<file path="config.mk">
export PLATFORM = sky130hd
export DESIGN_NAME = infra_reset_sequencer
export DESIGN_NICKNAME = d
export VERILOG_FILES = /design/src/rtl/infra_reset_sequencer.sv
export SDC_FILE = /design/constraint.sdc
export NUM_CORES = 1
export LEC_CHECK = 0
export ABC_AREA = 1
export CAP_MARGIN = 5
export CELL_PAD_IN_SITES_DETAIL_PLACEMENT = 0
export CELL_PAD_IN_SITES_GLOBAL_PLACEMENT = 2
export CORE_MARGIN = 2
export CORE_UTILIZATION = 33
export DETAILED_ROUTE_END_ITERATION = 16
export GPL_TIMING_DRIVEN = 0
export PLACE_DENSITY = 0.89
export SETUP_SLACK_MARGIN = 0.5
export SLEW_MARGIN = 30
export SYNTH_ARGS = -nofsm -noshare
export SYNTH_HDL_FRONTEND = slang
export SYNTH_SLANG_ARGS = --single-unit
</file>
<file path="constraint.sdc">
create_clock -name sys_clk0 -period 1.78 [get_ports sys_clk0]
set_input_delay 0.356 -clock sys_clk0 [delete_from_list [all_inputs] [get_ports sys_clk0]]
set_output_delay 0.356 -clock sys_clk0 [all_outputs]
set_load 0.005 [all_outputs]
</file>
<file path="src/rtl/infra_reset_sequencer.sv">
// -----------------------------------------------------------------------------
// infra_reset_sequencer
//
// Power-up / recovery sequencer for the board clock infrastructure.
// The MMCM lock is first qualified by a consecutive-cycle filter. Once the
// lock has been held for a settling period, the IDELAYCTRL reset is pulsed.
// The block then waits for IDELAYCTRL ready. That wait has a timeout and a
// bounded number of retries. After ready arrives, the downstream domain
// resets are released one at a time in a fixed order. Loss of lock, loss of
// ready or a software request puts the resets back on, and the sequence
// starts again.
//
// Ports
//   sys_clk0      in   1          sequencer clock
//   sync_rst      in   1          asynchronous, active-high reset
//   mmcm_locked   in   1          MMCM LOCKED (already synchronous to sys_clk0)
//   idelay_rdy    in   1          IDELAYCTRL RDY (already synchronous to sys_clk0)
//   soft_rst_req  in   1          one-cycle pulse: restart, clear fault/retries
//   idelay_rst    out  1          IDELAYCTRL reset, active-high
//   rst_out       out  N_DOMAINS  domain resets, active-high, bit 0 released first
//   seq_done      out  1          high only in RUN
//   fault         out  1          high only in FAULT
//   retry_cnt     out  3          IDELAYCTRL retries consumed
//   state_o       out  3          HOLD=0 IDLY_RST=1 WAIT_RDY=2 RELEASE=3 RUN=4 FAULT=5
//
// All outputs come straight from flops.
// -----------------------------------------------------------------------------
module infra_reset_sequencer #(
   parameter int N_DOMAINS         = 4,
   parameter int LOCK_FILTER       = 8,
   parameter int HOLD_CYCLES       = 16,
   parameter int IDELAY_RST_CYCLES = 64,
   parameter int RDY_TIMEOUT       = 4096,
   parameter int STAGE_GAP         = 8,
   parameter int MAX_RETRIES       = 3
) (
   input  logic                 sys_clk0,
   input  logic                 sync_rst,
   input  logic                 mmcm_locked,
   input  logic                 idelay_rdy,
   input  logic                 soft_rst_req,
   output logic                 idelay_rst,
   output logic [N_DOMAINS-1:0] rst_out,
   output logic                 seq_done,
   output logic                 fault,
   output logic [2:0]           retry_cnt,
   output logic [2:0]           state_o
);

   typedef enum logic [2:0] {
      ST_HOLD     = 3'd0,
      ST_IDLY_RST = 3'd1,
      ST_WAIT_RDY = 3'd2,
      ST_RELEASE  = 3'd3,
      ST_RUN      = 3'd4,
      ST_FAULT    = 3'd5
   } state_t;

   // One shared phase counter covers every timed interval. It only ever needs
   // to reach (longest interval - 1), so it is sized for that and never wraps.
   localparam int CNT_M1  = (RDY_TIMEOUT > IDELAY_RST_CYCLES) ? RDY_TIMEOUT : IDELAY_RST_CYCLES;
   localparam int CNT_M2  = (HOLD_CYCLES > STAGE_GAP) ? HOLD_CYCLES : STAGE_GAP;
   localparam int CNT_MAX = (CNT_M1 > CNT_M2) ? CNT_M1 : CNT_M2;
   localparam int CNT_W   = (CNT_MAX > 1) ? $clog2(CNT_MAX) : 1;

   localparam logic [CNT_W-1:0] CNT_ONE   = CNT_W'(1);
   localparam logic [CNT_W-1:0] HOLD_LAST = CNT_W'(HOLD_CYCLES - 1);
   localparam logic [CNT_W-1:0] IRST_LAST = CNT_W'(IDELAY_RST_CYCLES - 1);
   localparam logic [CNT_W-1:0] TO_LAST   = CNT_W'(RDY_TIMEOUT - 1);
   localparam logic [CNT_W-1:0] GAP_LAST  = CNT_W'(STAGE_GAP - 1);

   localparam int LF_W = (LOCK_FILTER > 1) ? $clog2(LOCK_FILTER) : 1;
   localparam logic [LF_W-1:0] LF_ONE  = LF_W'(1);
   localparam logic [LF_W-1:0] LF_LAST = LF_W'(LOCK_FILTER - 1);

   localparam int K_W = (N_DOMAINS > 1) ? $clog2(N_DOMAINS) : 1;
   localparam logic [K_W-1:0] K_ONE  = K_W'(1);
   localparam logic [K_W-1:0] K_LAST = K_W'(N_DOMAINS - 1);

   localparam logic [2:0]           RETRY_MAX = 3'(MAX_RETRIES);
   localparam logic [N_DOMAINS-1:0] ALL_RST   = {N_DOMAINS{1'b1}};

   state_t                 state_q,      state_d;
   logic [CNT_W-1:0]       cnt_q,        cnt_d;
   logic [K_W-1:0]         stage_q,      stage_d;
   logic [LF_W-1:0]        lf_cnt_q,     lf_cnt_d;
   logic                   lock_ok_q,    lock_ok_d;
   logic [2:0]             retry_q,      retry_d;
   logic [N_DOMAINS-1:0]   rst_out_q,    rst_out_d;
   logic                   idelay_rst_q, idelay_rst_d;
   logic                   seq_done_q,   seq_done_d;
   logic                   fault_q,      fault_d;

   // lock_ok is about to fall. React in the same cycle that lock_ok clears.
   // The resets then come back on one cycle after the low sample.
   logic lock_lost_s;
   assign lock_lost_s = lock_ok_q & ~mmcm_locked;

   // Lock qualification filter: count consecutive locked samples, drop on any low sample.
   always_comb begin
      lf_cnt_d  = lf_cnt_q;
      lock_ok_d = lock_ok_q;
      if (!mmcm_locked) begin
         lf_cnt_d  = {LF_W{1'b0}};
         lock_ok_d = 1'b0;
      end else if (lock_ok_q) begin
         lf_cnt_d  = lf_cnt_q;
         lock_ok_d = 1'b1;
      end else if (lf_cnt_q == LF_LAST) begin
         // This is the LOCK_FILTER-th consecutive high sample.
         lf_cnt_d  = lf_cnt_q;
         lock_ok_d = 1'b1;
      end else begin
         lf_cnt_d  = lf_cnt_q + LF_ONE;
         lock_ok_d = 1'b0;
      end
   end

   // Sequencer next-state and next-output logic.
   always_comb begin
      state_d      = state_q;
      cnt_d        = cnt_q;
      stage_d      = stage_q;
      retry_d      = retry_q;
      rst_out_d    = rst_out_q;
      idelay_rst_d = idelay_rst_q;
      seq_done_d   = seq_done_q;
      fault_d      = fault_q;

      if (lock_lost_s && (state_q != ST_FAULT)) begin
         // Lock loss outranks the software request. It keeps retry history.
         state_d      = ST_HOLD;
         cnt_d        = {CNT_W{1'b0}};
         stage_d      = {K_W{1'b0}};
         rst_out_d    = ALL_RST;
         idelay_rst_d = 1'b1;
         seq_done_d   = 1'b0;
         fault_d      = 1'b0;
      end else if (soft_rst_req) begin
         state_d      = ST_HOLD;
         cnt_d        = {CNT_W{1'b0}};
         stage_d      = {K_W{1'b0}};
         retry_d      = 3'd0;
         rst_out_d    = ALL_RST;
         idelay_rst_d = 1'b1;
         seq_done_d   = 1'b0;
         fault_d      = 1'b0;
      end else begin
         case (state_q)
            ST_HOLD: begin
               rst_out_d    = ALL_RST;
               idelay_rst_d = 1'b1;
               if (!lock_ok_q) begin
                  cnt_d = {CNT_W{1'b0}};
               end else if (cnt_q == HOLD_LAST) begin
                  state_d = ST_IDLY_RST;
                  cnt_d   = {CNT_W{1'b0}};
               end else begin
                  cnt_d = cnt_q + CNT_ONE;
               end
            end

            ST_IDLY_RST: begin
               if (cnt_q == IRST_LAST) begin
                  state_d      = ST_WAIT_RDY;
                  cnt_d        = {CNT_W{1'b0}};
                  idelay_rst_d = 1'b0;
               end else begin
                  cnt_d        = cnt_q + CNT_ONE;
                  idelay_rst_d = 1'b1;
               end
            end

            ST_WAIT_RDY: begin
               // Ready is tested first, so it wins over a timeout in the same cycle.
               if (idelay_rdy) begin
                  state_d = ST_RELEASE;
                  cnt_d   = {CNT_W{1'b0}};
                  stage_d = {K_W{1'b0}};
               end else if (cnt_q == TO_LAST) begin
                  cnt_d        = {CNT_W{1'b0}};
                  idelay_rst_d = 1'b1;
                  if (retry_q < RETRY_MAX) begin
                     state_d = ST_IDLY_RST;
                     retry_d = retry_q + 3'd1;
                  end else begin
                     state_d = ST_FAULT;
                     fault_d = 1'b1;
                  end
               end else begin
                  cnt_d = cnt_q + CNT_ONE;
               end
            end

            ST_RELEASE: begin
               if (cnt_q == GAP_LAST) begin
                  rst_out_d[stage_q] = 1'b0;
                  cnt_d              = {CNT_W{1'b0}};
                  if (stage_q == K_LAST) begin
                     state_d    = ST_RUN;
                     stage_d    = {K_W{1'b0}};
                     seq_done_d = 1'b1;
                  end else begin
                     stage_d = stage_q + K_ONE;
                  end
               end else begin
                  cnt_d = cnt_q + CNT_ONE;
               end
            end

            ST_RUN: begin
               // Ready loss re-pulses IDELAYCTRL. It does not count as a retry.
               if (!idelay_rdy) begin
                  state_d      = ST_IDLY_RST;
                  cnt_d        = {CNT_W{1'b0}};
                  rst_out_d    = ALL_RST;
                  idelay_rst_d = 1'b1;
                  seq_done_d   = 1'b0;
               end else begin
                  state_d = ST_RUN;
               end
            end

            ST_FAULT: begin
               rst_out_d    = ALL_RST;
               idelay_rst_d = 1'b1;
               fault_d      = 1'b1;
            end

            default: begin
               // Unreachable encoding: fall back to the fully reset HOLD state.
               state_d      = ST_HOLD;
               cnt_d        = {CNT_W{1'b0}};
               stage_d      = {K_W{1'b0}};
               rst_out_d    = ALL_RST;
               idelay_rst_d = 1'b1;
               seq_done_d   = 1'b0;
               fault_d      = 1'b0;
            end
         endcase
      end
   end

   // State and output registers. Reset forces every domain back into reset at once.
   always_ff @(posedge sys_clk0 or posedge sync_rst) begin
      if (sync_rst) begin
         state_q      <= ST_HOLD;
         cnt_q        <= {CNT_W{1'b0}};
         stage_q      <= {K_W{1'b0}};
         lf_cnt_q     <= {LF_W{1'b0}};
         lock_ok_q    <= 1'b0;
         retry_q      <= 3'd0;
         rst_out_q    <= ALL_RST;
         idelay_rst_q <= 1'b1;
         seq_done_q   <= 1'b0;
         fault_q      <= 1'b0;
      end else begin
         state_q      <= state_d;
         cnt_q        <= cnt_d;
         stage_q      <= stage_d;
         lf_cnt_q     <= lf_cnt_d;
         lock_ok_q    <= lock_ok_d;
         retry_q      <= retry_d;
         rst_out_q    <= rst_out_d;
         idelay_rst_q <= idelay_rst_d;
         seq_done_q   <= seq_done_d;
         fault_q      <= fault_d;
      end
   end

   assign idelay_rst = idelay_rst_q;
   assign rst_out    = rst_out_q;
   assign seq_done   = seq_done_q;
   assign fault      = fault_q;
   assign retry_cnt  = retry_q;
   assign state_o    = state_q;

endmodule

</file>
==> metrics <==
Port Buffer Count=16; Antenna Cells=0; die footprint=7080 um2; die height=84.14 um; Netlist cell types=33; 1st-iter DRT viols=44; slowest cell delay on critical path=0.46 ns; post-route total power=2.535 mW; die width=84.14 um; first-pass iteration count of the detailed router=4; later-pin clock latency in the skew report=0.28 ns; CP max FO=5; Hold WC Path Type=in2reg; Register Area=785.8 um2; R2R depth=11; final hold violations=0; register bit total from synthesis=31; Ports=18; largest net degree at the start of global routing=32; synth warn=0; slew margin rel.=54.92%; clk slew on worst S/H paths=0.07 ns; layout cells sized above 1=39.01%; WP data arrival=1.69 ns; area of the multi-input gates=1439 um2; period utilization=85.47%; total wire length=5651 um; Worst setup SP type=flop; Clock Path Buffers=2; Req. time, crit path=1.95 ns; # hold bufs at CTS=0; Layout Nets=376; DR vias/cell=4.807; maximum VDD drop=0.0003646 V; min Tclk post-route=1.521 ns; unrepaired setup endpoints after global routing=true; CP Capture Type=flop; Post-Syn Area per Cell=7.018 um2; core area=6277 um2; P&R area growth vs syn=45.69%; Slew Limit Fails=0; r2r setup slk=0.26 ns; Hold Slack=0.3865 ns; P_leak=1.492 nW; register area share after synthesis=36.89%; DP HPWL=3959 um; most common cell after layout, fill and taps aside=nand2_1; Root Driver=clkbuf_8; total number of vias=2120; Max-cap violations=0; final setup vio count=0; Fill cells=631; TritonCTS clock tree=built; Cells after Synth=302; Worst Setup Path Type=reg2reg; vias in the first global route=2021; average wire per standard cell=12.81 um; initial antenna violation count=0; H-tree depth=2; GR Overflow Total=0; clock tree sinks=31; first-pass GRT wire length=9597 um; FF-to-FF Start=state_o[1]$_DFFE_PP0P_; hold depth=4; Starting Density=33.77%; Total GRT Usage=16.68%; total CTS buffers=5; HP Start=soft_rst_req; skew final=0.003942 ns; residual DRC count=0; most frequent cells in the layout=nand2_1 (69), inv_1 (30), buf_4 (30), nor2_1 (23), dfrtp_1 (23); Site Rows=29; WHS Endpoint=retry_cnt[2]$_DFFE_PP0P_; Final GP Congestion=0.7804; FF-to-FF End=cnt_q[6]$_DFFE_PP0P_; CP max stage cell=dfrtp_2; max frequency=657.3 MHz; Post-Syn Area=2120 um2; Worst-Margin Slew=0.6752 ns; Power Density=821.0 nW/um2; syn nets=315; critical-path cell list=inv_4, nand3_4, nand2_4, nand3_4, nand2_8, inv_4, buf_6, nand2_2, nand2_1, inv_1, a21oi_2; Post-DRT Antenna Nets=0; outcome=completed
-- where the power goes --
| part | leakage, nW | internal [mW] | switching [mW] |
|---|---|---|---|
| clock | 0.0482 | 0.312 | 0.273 |
| combinational | 1.04 | 0.462 | 0.617 |
| sequential | 0.405 | 0.791 | 0.0805 |
-- what timing repair did --
action,CTS,global route
endpoints found under the hold margin,0,0
setup endpoints to repair,42,40
setup buffers,24,13
pin swaps,9,11
gates cloned,1,0
resized for setup,84,36
-- worst max-delay path: cells and delay by family, from the launching register on --
kind	cells	cell delay, ns
compound gates	1	0.03
buf+inv	4	0.32
flops	1	0.46
simple gates	6	0.60
-- cell families after synthesis --
family	synth area share [%]
AOI/OAI and AO/OA	11.51
xor gates and xnor gates	1.653
adders and majority gates	4.723
buffers and inverters	9.504
DFF	36.89
and+or+nand+nor	35.72
-- registers in the layout, indices dropped and copies added, names as in the netlist --
signal and flops:
seq_done 1, lock_ok_q 1, stage_q 2, fault 1, state_o 3, idelay_rst 1
cnt_q 12, lf_cnt_q 3, rst_out 4, retry_cnt 3
-- cells in the mapped netlist (all sizes together) --
| library cell | number | share of area, % |
|---|---|---|
| a221oi | 1 | 0.41 |
| dfstp | 5 | 6.2 |
| nand3 | 30 | 8.9 |
| nand2 | 85 | 16 |
| xnor2 | 1 | 0.41 |
| nor3 | 4 | 0.94 |
| or3 | 1 | 0.30 |
| nor3b | 1 | 0.35 |
| nor4 | 1 | 0.59 |
| ha | 8 | 4.7 |
| xor2 | 3 | 1.2 |
| a21oi | 11 | 2.8 |
| inv | 44 | 7.9 |
| a21o | 1 | 0.35 |
| nor2 | 42 | 7.9 |
| clkinv | 1 | 0.18 |
| nand4 | 3 | 0.89 |
| buf | 3 | 1.4 |
| dfrtp | 26 | 31 |
| o21bai | 2 | 0.71 |
| o21a | 2 | 0.71 |
| o21ai | 27 | 6.6 |
-- layout make-up --
class | instances | area share (%)
Buffer | 3 | 1.094
Clock buffer | 7 | 2.796
Clock inverter | 1 | 0.1621
Inverter | 45 | 6.240
Multi-Input combinational cell | 223 | 46.60
Sequential cell | 31 | 25.45
Tap cell | 77 | 3.120
Timing Repair Buffer | 54 | 14.55
-- worst max-delay path by stage --
stage	startpoint	endpoint	slack [ns]
after floorplan	state_o[1]$_DFFE_PP0P_	cnt_q[6]$_DFFE_PP0P_	0.39
after global routing	cnt_q[9]$_DFFE_PP0P_	seq_done$_DFFE_PP0P_	0.15
final	state_o[1]$_DFFE_PP0P_	cnt_q[6]$_DFFE_PP0P_	0.26
after detailed placement	mmcm_locked	seq_done$_DFFE_PP0P_	-0.31
after CTS	cnt_q[0]$_DFFE_PP0P_	cnt_q[11]$_DFFE_PP0P_	0.28
after global placement	mmcm_locked	seq_done$_DFFE_PP0P_	-0.31
-- stage by stage --
stage	setup TNS (ns)	util [%]	instances	setup WS (ns)	instance area [um2]
after floorplan	0	-	302	0.3919	2235
after global placement	-7.261	39.69	395	-0.3073	2491
after detailed placement	-4.546	39.69	395	-0.3130	2491
after CTS	0	45.35	428	0.2766	2846
after global routing	0	49.19	441	0.1546	3088
final	0	49.19	441	0.2586	3088
-- routing by layer --
layer  global-route usage [%]  wire, um
met5                        0         0
met4                    4.839        79
met3                    3.638       136
met2                    27.06      2804
met1                    22.44      2629
No activity file was read; power rests on OpenSTA's default activity.
